$ cat src/rtl/updown_mod_counter.sv
// Up/down modulo counter with programmable step, wrap-or-clamp limits,
// a one-cycle terminal-count pulse and a sticky overflow flag.
module updown_mod_counter #(
  parameter int     WIDTH    = 8,
  parameter longint MODULUS  = 256,
  parameter longint STEP     = 1,
  parameter bit     SATURATE = 1'b0
) (
  input  logic             clk,
  input  logic             reset,
  input  logic             ena,
  input  logic             up,
  input  logic             clear,
  input  logic             load,
  input  logic [WIDTH-1:0] load_val,
  output logic [WIDTH-1:0] count,
  output logic             tc,
  output logic             ovf
);

  // One extra bit of headroom so count+STEP cannot wrap before the compare.
  localparam logic [WIDTH:0]   MOD_X   = MODULUS[WIDTH:0];
  localparam logic [WIDTH:0]   STEP_X  = STEP[WIDTH:0];
  localparam logic [WIDTH-1:0] MAX_CNT = WIDTH'(MODULUS - 1);

  logic [WIDTH:0]   cnt_ext;
  logic [WIDTH:0]   sum_up;
  logic             up_hit;
  logic             dn_hit;
  logic [WIDTH-1:0] up_next;
  logic [WIDTH-1:0] dn_next;
  logic [WIDTH-1:0] load_next;

  always_comb begin
    cnt_ext   = {1'b0, count};
    sum_up    = cnt_ext + STEP_X;
    up_hit    = (sum_up >= MOD_X);
    dn_hit    = (cnt_ext < STEP_X);
    up_next   = sum_up[WIDTH-1:0];
    dn_next   = WIDTH'(cnt_ext - STEP_X);
    load_next = load_val;

    if (up_hit)
      up_next = SATURATE ? MAX_CNT : WIDTH'(sum_up - MOD_X);
    if (dn_hit)
      dn_next = SATURATE ? '0 : WIDTH'(cnt_ext + MOD_X - STEP_X);
    if ({1'b0, load_val} >= MOD_X)
      load_next = MAX_CNT;
  end

  // Unknown ena/up falls through to the last branch so X propagates in
  // simulation; synthesis treats it as don't-care.
  always_ff @(posedge clk) begin
    if (reset) begin
      count <= '0;
      tc    <= 1'b0;
      ovf   <= 1'b0;
    end else if (clear) begin
      count <= '0;
      tc    <= 1'b0;
      ovf   <= 1'b0;
    end else if (load) begin
      count <= load_next;
      tc    <= 1'b0;
    end else if (ena == 1'b0) begin
      tc    <= 1'b0;
    end else if (ena == 1'b1 && up == 1'b1) begin
      count <= up_next;
      tc    <= up_hit;
      ovf   <= ovf | up_hit;
    end else if (ena == 1'b1 && up == 1'b0) begin
      count <= dn_next;
      tc    <= dn_hit;
      ovf   <= ovf | dn_hit;
    end else begin
      count <= 'x;
      tc    <= 1'bx;
    end
  end

endmodule
$ cat config.mk
export PLATFORM = sky130hd
export DESIGN_NAME = updown_mod_counter
export DESIGN_NICKNAME = d
export VERILOG_FILES = /design/src/rtl/updown_mod_counter.sv
export SDC_FILE = /design/constraint.sdc
export NUM_CORES = 1
export LEC_CHECK = 0
export CAP_MARGIN = 20
export CORE_MARGIN = 2
export CORE_UTILIZATION = 40
export DETAILED_ROUTE_END_ITERATION = 10
export PLACE_DENSITY = 0.78
export SETUP_SLACK_MARGIN = 0.2
export SYNTH_ARGS = -nofsm -noshare
export SYNTH_HDL_FRONTEND = slang
export SYNTH_SLANG_ARGS = --single-unit
$ cat constraint.sdc
create_clock -name clk -period 2.17 [get_ports clk]
set_input_delay 0.3255 -clock clk [delete_from_list [all_inputs] [get_ports clk]]
set_output_delay 0.3255 -clock clk [all_outputs]
set_load 0.02 [all_outputs]
==> flow_metrics.env, run 1 <==
export IMPL_first_global_vias=649
export IMPL_seq_area_frac_synth_pct=30.25
export IMPL_grt_ovfl_total=0
export IMPL_track_usage_pct=19.60
export IMPL_seqPwrFrac_pct=40.9
export IMPL_timing_rr_end="count[2]$_SDFFE_PP0P_"
export IMPL_die_area_mm2=0.001996
export IMPL_start_util_pct=43.43
export IMPL_cp_cell_sequence="clkdlybuf4s50_1"
export IMPL_postCtsSetupBuffers=0
export IMPL_layout_drive_gt1_share_pct=10.19
export IMPL_syn_inst=83
export IMPL_hold_viol_final=0
export IMPL_finClkSkew_ps=0.3133
export IMPL_cp_slowest_stage_delay_ps=670
export IMPL_ys_seq_elements=10
export IMPL_r2r_slack_ps=460
export IMPL_grt_pass1_wl_mm=2.835
export IMPL_fmax_mhz=570.2
export IMPL_status="finished, final reports clean"
export IMPL_critPathCapture="count[0]"
export IMPL_die_x_um=44.68
export IMPL_hpwl_mm=1.328
export IMPL_drc_errors=0
export IMPL_htreeDepth=1
export IMPL_drt_wl_total_mm=1.723
export IMPL_crit_type="reg2out"
export IMPL_clockRootBuffer="clkbuf_4"
export IMPL_finalSetupTns_ps=0
export IMPL_wl_per_cell_um=13.90
export IMPL_first_pass_iters=5
export IMPL_crit_buf_inv=1
export IMPL_p_int_uw=361.5
export IMPL_avgSynthCellArea_um2=7.975
export IMPL_slew_viol_final=0
export IMPL_drtIter0Drc=14
export IMPL_cp_start_kind="flop"
export IMPL_cp_required_ps=1840
export IMPL_path_clk_slew_ps=70
export IMPL_p_leak_uw=0.0003487
export IMPL_ios=24
export IMPL_synth_edf_count=0
export IMPL_multi_input_area_um2=426.7
export IMPL_async_flop_share_pct=0
export IMPL_swShare_pct=28.06
export IMPL_power_density_mw_per_mm2=530.6
export IMPL_setup_violations_final=0
export IMPL_worst_slew_pin_slew_ps=413.4
export IMPL_slowest_stage="clkdlybuf4s50_1"
export IMPL_mostFrequentLayoutCells="clkdlybuf4s50_1, dfxtp_1, nor2_1, nand2_1"
export IMPL_path_depth=1
export IMPL_postCtsHoldBufs=0
export IMPL_antenna_found_initial=0
export IMPL_dp_slack_ps=212.4
export IMPL_worstSetupEndpointType="primary output"
export IMPL_min_period_ps=1754
export IMPL_clock_power_share_pct=34.3
export IMPL_crit_family="buffers and inverters"
export IMPL_cts_made_buffers=3
export IMPL_globalplace_congestion=0.7486
export IMPL_peakVddDrop_v=0.0003401
export IMPL_cp_arrival_ps=1430
export IMPL_r2r_start="count[0]$_SDFFE_PP0P_"
export IMPL_n_antenna_cell=0
export IMPL_syn_to_final_growth_pct=43.10
export IMPL_cts_tree="built"
export IMPL_register_area_um2=200.2
export IMPL_syn_num_nets=99
export IMPL_core_mm2=0.001524
export IMPL_cts_sinks=10
export IMPL_p_switching_uw=141.0
export IMPL_grt_max_degree=13
export IMPL_relSlewSlack_pct=72.35
export IMPL_path_max_fanout=7
export IMPL_power_total_uw=502.5
export IMPL_rsz0062_at_grt="no"
export IMPL_insertion_delay_ps=270
export IMPL_die_h_um=44.68
export IMPL_nFillCells=153
export IMPL_synth_cell_types=33
export IMPL_netlist_area_um2=661.9
export IMPL_r2r_cells=6
export IMPL_nNetsFinal=125
export IMPL_num_vias=707
export IMPL_drtAntennaViolNets=0
export IMPL_worstSetupStartpoint="count[0]$_SDFFE_PP0P_"
export IMPL_drv_cap=0
export IMPL_combinationalPowerShare_pct=24.7
export IMPL_setup_ws_ps=416.1
export IMPL_via_per_inst=5.702
export IMPL_clockBufferDepth=2
export IMPL_final_common_cell="clkdlybuf4s50_1"
export IMPL_hold_path_depth=1
export IMPL_num_rows=14
export IMPL_fin_crit_sh_pct=80.82
export IMPL_ys_flop_type="dfxtp_1"
export IMPL_io_buffers=23
export IMPL_yosys_warnings=0
export IMPL_cts_repair_resize_count=0
export IMPL_hold_path_class="reg2reg"
-- flip-flops by register name (all words and copies together), names as in the netlist --
register and cells:
count 8, ovf 1, tc 1
-- metal layers --
layer  share of wire [%]  vias to the layer above  global-route usage [%]  routed length (um)
li1                    -                      353                       -                   -
met1                  46                      332                   25.00                 800
met2                  47                       15                   29.86                 815
met3                 3.4                        7                   4.490                  58
met4                 2.8                        0                   11.52                  48
met5                   0                        -                       0                   0
-- synth_stat cells, types with 2 or more instances --
| cell | count | area [um^2] |
|---|---|---|
| nor3_1 | 3 | 15.01 |
| nand3_1 | 5 | 25.02 |
| nand4_1 | 3 | 18.77 |
| xnor2_1 | 3 | 26.28 |
| o21ai_0 | 5 | 25.02 |
| nor3b_1 | 2 | 15.01 |
| xor2_1 | 3 | 26.28 |
| clkbuf_1 | 3 | 11.26 |
| nand2_1 | 7 | 26.28 |
| a21oi_1 | 5 | 25.02 |
| and3_1 | 2 | 12.51 |
| inv_1 | 3 | 11.26 |
| nor2_1 | 7 | 26.28 |
| dfxtp_1 | 10 | 200.2 |
| ha_1 | 2 | 25.02 |
| and2_1 | 3 | 18.77 |
-- cell families after synthesis --
family                     after synthesis  share of synthesized area [%]
muxes                                    2                          3.214
adders and majority gates                2                          3.780
buffers and inverters                    8                          5.292
AOI/OAI and AO/OA                       19                          20.42
and+or+nand+nor                         36                          29.11
xor gates and xnor gates                 6                          7.941
DFF                                     10                          30.25
-- power groups by stage --
stage               combinational (uW)  clock (uW)  sequential (uW)
finish                             124         172              206
global route                       136         188              207
CTS                                125         174              205
detailed placement                 124           0              210
global placement                   121           0              209
floorplan                         61.7           0              215
-- how the worst min path moves through the flow --
stage / from / end / slack (ps)
2_1_floorplan: clear / count[3]$_SDFFE_PP0P_ / 390
3_3_place_gp: ovf$_SDFFE_PP0P_ / ovf$_SDFFE_PP0P_ / 460
3_5_place_dp: ovf$_SDFFE_PP0P_ / ovf$_SDFFE_PP0P_ / 460
4_1_cts: ovf$_SDFFE_PP0P_ / ovf$_SDFFE_PP0P_ / 480
5_1_grt: ovf$_SDFFE_PP0P_ / ovf$_SDFFE_PP0P_ / 490
6_report: ovf$_SDFFE_PP0P_ / ovf$_SDFFE_PP0P_ / 470
-- cell type report --
class                      count  area share, %
inverter                       3          1.189
multi-input combinational     65          45.05
sequential                    10          21.14
timing repair buffer          26          26.68
tap                           16          2.114
clock buffer                   4          3.831
-- through the flow --
stage / utilization, % / cells / instance area, um^2 / hold slack [ps]
floorplan: - / 83 / 661.9 / 394.4
global placement: 59.77 / 120 / 910.9 / 455.9
detailed placement: 59.77 / 120 / 910.9 / 462.3
CTS: 62.15 / 124 / 947.2 / 479.0
global route: 62.15 / 124 / 947.2 / 490.2
finish: 62.15 / 124 / 947.2 / 472.7
(Power assumes the default switching activity.)
==> run 2: changes to the inputs <==
--- a/config.mk
+++ b/config.mk
@@ -7,7 +7,7 @@
 export LEC_CHECK = 0
 export CAP_MARGIN = 20
 export CORE_MARGIN = 2
-export CORE_UTILIZATION = 40
+export CORE_UTILIZATION = 38
 export DETAILED_ROUTE_END_ITERATION = 10
 export PLACE_DENSITY = 0.78
 export SETUP_SLACK_MARGIN = 0.2
==> constraint.sdc (replaced) <==
create_clock -name clk -period 1.5 [get_ports clk]
set_input_delay 0.225 -clock clk [delete_from_list [all_inputs] [get_ports clk]]
set_output_delay 0.225 -clock clk [all_outputs]
set_load 0.02 [all_outputs]
==> flow_metrics.env, run 2 (same netlist as run 1, synthesis figures left out) <==
export IMPL_status="complete, but fails checks"
export IMPL_violations="negative setup slack"
export IMPL_rsz0062_at_grt="yes"
export IMPL_insertion_delay_ps=270
export IMPL_peakVddDrop_v=0.0004252
export IMPL_min_period_ps=1536
export IMPL_hold_viol_final=0
export IMPL_globalplace_congestion=0.8750
export IMPL_setup_violations_final=1
export IMPL_clockBufferDepth=2
export IMPL_regMostFlops="count"
export IMPL_ios=24
export IMPL_first_global_vias=726
export IMPL_drc_errors=0
export IMPL_wl_per_cell_um=14.94
export IMPL_finish_utilization_pct=65.41
export IMPL_cts_tree="built"
export IMPL_grt_max_degree=12
export IMPL_clockRootBuffer="clkbuf_4"
export IMPL_worstSetupEndpointType="flop"
export IMPL_worst_slew_pin_slew_ps=383.8
export IMPL_layout_drive_gt1_share_pct=31.97
export IMPL_first_pass_iters=4
export IMPL_drt_wl_total_mm=2.077
export IMPL_dp_slack_ps=-407.0
export IMPL_largest_reg_flops=8
export IMPL_die_x_um=45.74
export IMPL_start_util_pct=39.19
export IMPL_power_density_mw_per_mm2=688.8
export IMPL_reg_top3="count x8, ovf x1, tc x1"
export IMPL_cp_arrival_ps=1700
export IMPL_die_area_mm2=0.002092
export IMPL_nFillCells=131
export IMPL_final_common_cell="buf_4"
export IMPL_cp_start_kind="flop"
export IMPL_via_per_inst=5.590
export IMPL_hold_path_class="reg2reg"
export IMPL_antenna_found_initial=0
export IMPL_cts_sinks=10
export IMPL_htreeDepth=1
export IMPL_slew_viol_final=0
export IMPL_mostFrequentLayoutCells="buf_4, clkdlybuf4s50_1, dlygate4sd2_1, nand2_1, dfxtp_1"
export IMPL_core_mm2=0.001689
export IMPL_drv_cap=0
export IMPL_postCtsHoldBufs=0
export IMPL_setup_ws_ps=-36.33
export IMPL_path_clk_slew_ps=70
export IMPL_die_h_um=45.74
export IMPL_num_rows=15
export IMPL_fmax_mhz=650.9
export IMPL_nNetsFinal=139
export IMPL_p_leak_uw=0.0004713
export IMPL_drtIter0Drc=21
export IMPL_num_vias=777
export IMPL_grt_ovfl_total=0
export IMPL_grt_pass1_wl_mm=3.236
export IMPL_n_antenna_cell=0
export IMPL_io_buffers=23
export IMPL_fin_crit_sh_pct=102.4
export IMPL_syn_to_final_growth_pct=66.92
export IMPL_cp_required_ps=1660
export IMPL_track_usage_pct=21.59
export IMPL_relSlewSlack_pct=74.41
export IMPL_finClkSkew_ps=3.050
export IMPL_hpwl_mm=1.347
export IMPL_path_max_fanout=6
export IMPL_drtAntennaViolNets=0
export IMPL_crit_type="reg2reg"
export IMPL_cts_made_buffers=3
==> run 2: changes by cell type in the layout (fill, tap and decap cells not counted), moves of 2 or more <==
cell,before,now
nor3_1,3,1
clkdlybuf4s50_1,23,11
a21oi_1,5,3
dfxtp_1,10,7
dfxtp_4,0,2
o21ai_0,5,3
o21ai_1,0,2
dlygate4sd2_1,0,9
clkbuf_2,0,2
buf_4,3,17
a21oi_2,0,2
==> run 2: metal layers <==
metal | vias up | global-route usage (%) | wire length (um)
met5 | - | 0 | 0
li1 | 377 | - | -
met3 | 8 | 2.381 | 108
met1 | 358 | 27.95 | 912
met2 | 34 | 36.34 | 1020
met4 | 0 | 8.571 | 35
==> run 2: critical path: stages, from the launching register on <==
cell       delay [ps]
dfxtp_4           360
or4_4             510
a21boi_2          140
xnor2_1           100
a2111oi_2         310
==> run 2: where the power goes <==
part / total [uW] / internal (uW) / switching, uW
Clock: 245 / 147 / 97.6
Sequential: 291 / 276 / 14.9
Combinational: 225 / 118 / 107
Total: 761 / 541 / 220
==> run 2: path summary, 6_finish.rpt <==
check                              from                     to  slack, ps  cells past startpoint
setup / recovery  count[1]$_SDFFE_PP0P_  count[3]$_SDFFE_PP0P_        -40                      4
hold / removal         ovf$_SDFFE_PP0P_       ovf$_SDFFE_PP0P_        460                      1
hold reg to reg        ovf$_SDFFE_PP0P_       ovf$_SDFFE_PP0P_        460                      1
setup reg to reg  count[1]$_SDFFE_PP0P_  count[3]$_SDFFE_PP0P_        -40                      4
==> run 2: cell type report <==
cell class | instances | area, um^2 | area share, %
multi-input cells | 65 | 490.5 | 44.39
repair buffers | 40 | 336.6 | 30.46
flip-flops and latches | 10 | 209.0 | 18.91
clock buffers | 4 | 36.28 | 3.284
well taps | 17 | 21.27 | 1.925
inverters | 3 | 11.26 | 1.019
==> run 2: timing repair <==
item | in CTS | in global routing
pin swaps | 8 | 3
setup endpoints to repair | 19 | 13
gates resized for setup | 23 | 8
endpoints found under the hold margin | 0 | 0
setup buffers | 2 | 2
==> run 2: per-stage QoR <==
stage / total power [uW] / cell area [um^2] / cells / hold slack, ps / setup TNS [ps]
floorplan: 402.9 / 684.4 / 83 / 292.1 / 0
global placement: 491.4 / 996.0 / 131 / 450.9 / -1546
detailed placement: 495.7 / 996.0 / 131 / 454.6 / -1893
CTS: 750.4 / 1075 / 137 / 465.6 / -39.61
global route: 798.4 / 1105 / 139 / 490.0 / -201.0
finish: 761.0 / 1105 / 139 / 460.3 / -36.33
==> run 3: changes to the inputs <==
--- a/config.mk
+++ b/config.mk
@@ -6,11 +6,11 @@
 export NUM_CORES = 1
 export LEC_CHECK = 0
 export CAP_MARGIN = 20
-export CORE_MARGIN = 2
 export CORE_UTILIZATION = 38
 export DETAILED_ROUTE_END_ITERATION = 10
+export MAX_ROUTING_LAYER = met4
 export PLACE_DENSITY = 0.78
-export SETUP_SLACK_MARGIN = 0.2
+export SETUP_SLACK_MARGIN = 0.5
 export SYNTH_ARGS = -nofsm -noshare
 export SYNTH_HDL_FRONTEND = slang
 export SYNTH_SLANG_ARGS = --single-unit
==> flow_metrics.env, run 3 (same netlist as run 1, synthesis figures left out) <==
export IMPL_cp_required_ps=1660
export IMPL_syn_to_final_growth_pct=91.11
export IMPL_clockRootBuffer="clkbuf_4"
export IMPL_slowest_stage="a2111oi_4"
export IMPL_first_pass_iters=8
export IMPL_worstSetupEndpointType="flop"
export IMPL_setup_violations_final=3
export IMPL_io_buffers=23
export IMPL_nNetsFinal=145
export IMPL_cts_sinks=10
export IMPL_timing_rr_end="count[2]$_SDFFE_PP0P_"
export IMPL_p_leak_uw=0.0005135
export IMPL_r2r_slack_ps=-90
export IMPL_min_period_ps=1592
export IMPL_n_antenna_cell=0
export IMPL_status="complete, but fails checks"
export IMPL_core_mm2=0.001559
export IMPL_regMostFlops="count"
export IMPL_path_max_fanout=4
export IMPL_layout_drive_gt1_share_pct=51.56
export IMPL_cp_arrival_ps=1750
export IMPL_setup_ws_ps=-91.82
export IMPL_htreeDepth=1
export IMPL_largest_reg_flops=8
export IMPL_die_h_um=43.74
export IMPL_finalSetupTns_ps=-239.5
export IMPL_combinationalPowerShare_pct=33.3
export IMPL_cp_start_kind="flop"
export IMPL_fmax_mhz=628.2
export IMPL_antenna_found_initial=0
export IMPL_num_vias=859
export IMPL_clockBufferDepth=2
export IMPL_holdPathEnd="ovf$_SDFFE_PP0P_"
export IMPL_cts_tree="built"
export IMPL_slew_viol_final=0
export IMPL_grt_max_degree=9
export IMPL_hold_viol_final=0
export IMPL_r2r_start="count[1]$_SDFFE_PP0P_"
export IMPL_rsz0062_at_grt="yes"
export IMPL_num_rows=14
export IMPL_cts_made_buffers=3
export IMPL_via_per_inst=5.965
export IMPL_reg_top3="count x8, ovf x1, tc x1"
export IMPL_dp_slack_ps=-502.1
export IMPL_drtIter0Drc=39
export IMPL_wl_per_cell_um=17.76
export IMPL_drtAntennaViolNets=0
export IMPL_first_global_vias=754
export IMPL_power_density_mw_per_mm2=645.0
export IMPL_hold_path_depth=1
export IMPL_insertion_delay_ps=270
export IMPL_seqPwrFrac_pct=35.6
export IMPL_globalplace_congestion=0.8429
export IMPL_p_int_uw=563.6
export IMPL_ios=24
export IMPL_drv_cap=0
export IMPL_min_from="ovf$_SDFFE_PP0P_"
export IMPL_final_common_cell="buf_4"
export IMPL_hpwl_mm=1.430
export IMPL_p_switching_uw=252.3
export IMPL_cp_slowest_stage_delay_ps=380
export IMPL_grt_pass1_wl_mm=3.981
export IMPL_r2r_cells=6
export IMPL_swShare_pct=30.92
export IMPL_relSlewSlack_pct=76.64
export IMPL_grt_ovfl_total=0
export IMPL_die_area_mm2=0.001913
export IMPL_mostFrequentLayoutCells="buf_4, clkdlybuf4s50_1, buf_6, dfxtp_4"
export IMPL_crit_type="reg2reg"
export IMPL_worst_slew_pin_slew_ps=345.5
export IMPL_clock_power_share_pct=31.1
export IMPL_fin_crit_sh_pct=106.1
export IMPL_peakVddDrop_v=0.0005260
export IMPL_drc_errors=1
export IMPL_violations="design-rule violations, negative setup slack"
export IMPL_cp_cell_sequence="buf_4 > ha_4 > mux2_4 > nand2_4 > xor2_2 > a2111oi_4"
export IMPL_track_usage_pct=30.31
export IMPL_finClkSkew_ps=1.810
export IMPL_start_util_pct=42.46
export IMPL_path_clk_slew_ps=70
export IMPL_die_x_um=43.74
export IMPL_drt_wl_total_mm=2.557
export IMPL_hold_path_class="reg2reg"
## run 3: metal layers
layer / global-route usage, % / vias to the layer above / routed length [um]
li1: - / 393 / -
met1: 40.00 / 399 / 1015
met2: 48.36 / 58 / 1241
met3: 4.167 / 9 / 222
met4: 8.125 / 0 / 78
met5: - / - / 0
## run 3: layout make-up
cell class | instances | area (um^2)
Multi-Input combinational cell | 65 | 549.3
Sequential cell | 10 | 231.5
Clock buffer | 4 | 36.28
Tap cell | 16 | 20.02
Timing Repair Buffer | 46 | 414.1
Inverter | 3 | 13.76
Fill cell | 96 | 294.0
## run 3: what timing repair did
action / in CTS / in global routing
setup endpoints to repair: 20 / 19
gates resized for setup: 79 / 13
buffers inserted: 10 / 1
pin swaps: 15 / 7
hold buffers: 0 / 0
## run 3: power groups by stage
stage                     registers, uW  clock network (uW)  logic [uW]
after floorplan                     309                   0        97.6
after global placement              298                   0         196
after detailed placement            299                   0         201
after CTS                           289                 256         238
after global routing                292                 272         287
final                               291                 254         271
## run 3: worst max-delay path: cells and delay by family, from the launching register on
kind	cells	cell delay, ps
compound gates	1	380
xor+xnor	1	90
fa+ha+maj	1	150
buf+inv	1	150
flops	1	360
mux	1	270
simple gates	1	80
## run 3: how the worst max path moves through the flow
stage	slack, ps	cells past startpoint	start	endpoint
2_1_floorplan	30	4	count[1]$_SDFFE_PP0P_	count[3]$_SDFFE_PP0P_
3_3_place_gp	-290	5	up	count[3]$_SDFFE_PP0P_
3_5_place_dp	-500	6	up	count[2]$_SDFFE_PP0P_
4_1_cts	-80	4	count[1]$_SDFFE_PP0P_	count[3]$_SDFFE_PP0P_
5_1_grt	-140	4	count[1]$_SDFFE_PP0P_	count[3]$_SDFFE_PP0P_
6_report	-90	6	count[1]$_SDFFE_PP0P_	count[2]$_SDFFE_PP0P_
## run 3: stage by stage
step / total power, uW / utilization, % / instances / cell area [um^2] / hold slack, ps
2_1_floorplan: 407.0 / - / 83 / 710.7 / 286.4
5_1_grt: 851.3 / 81.14 / 144 / 1265 / 475.6
3_5_place_dp: 499.4 / 64.93 / 129 / 1012 / 457.3
3_3_place_gp: 494.6 / 64.93 / 129 / 1012 / 453.6
4_1_cts: 783.0 / 76.48 / 143 / 1192 / 470.6
6_report: 815.9 / 81.14 / 144 / 1265 / 461.3
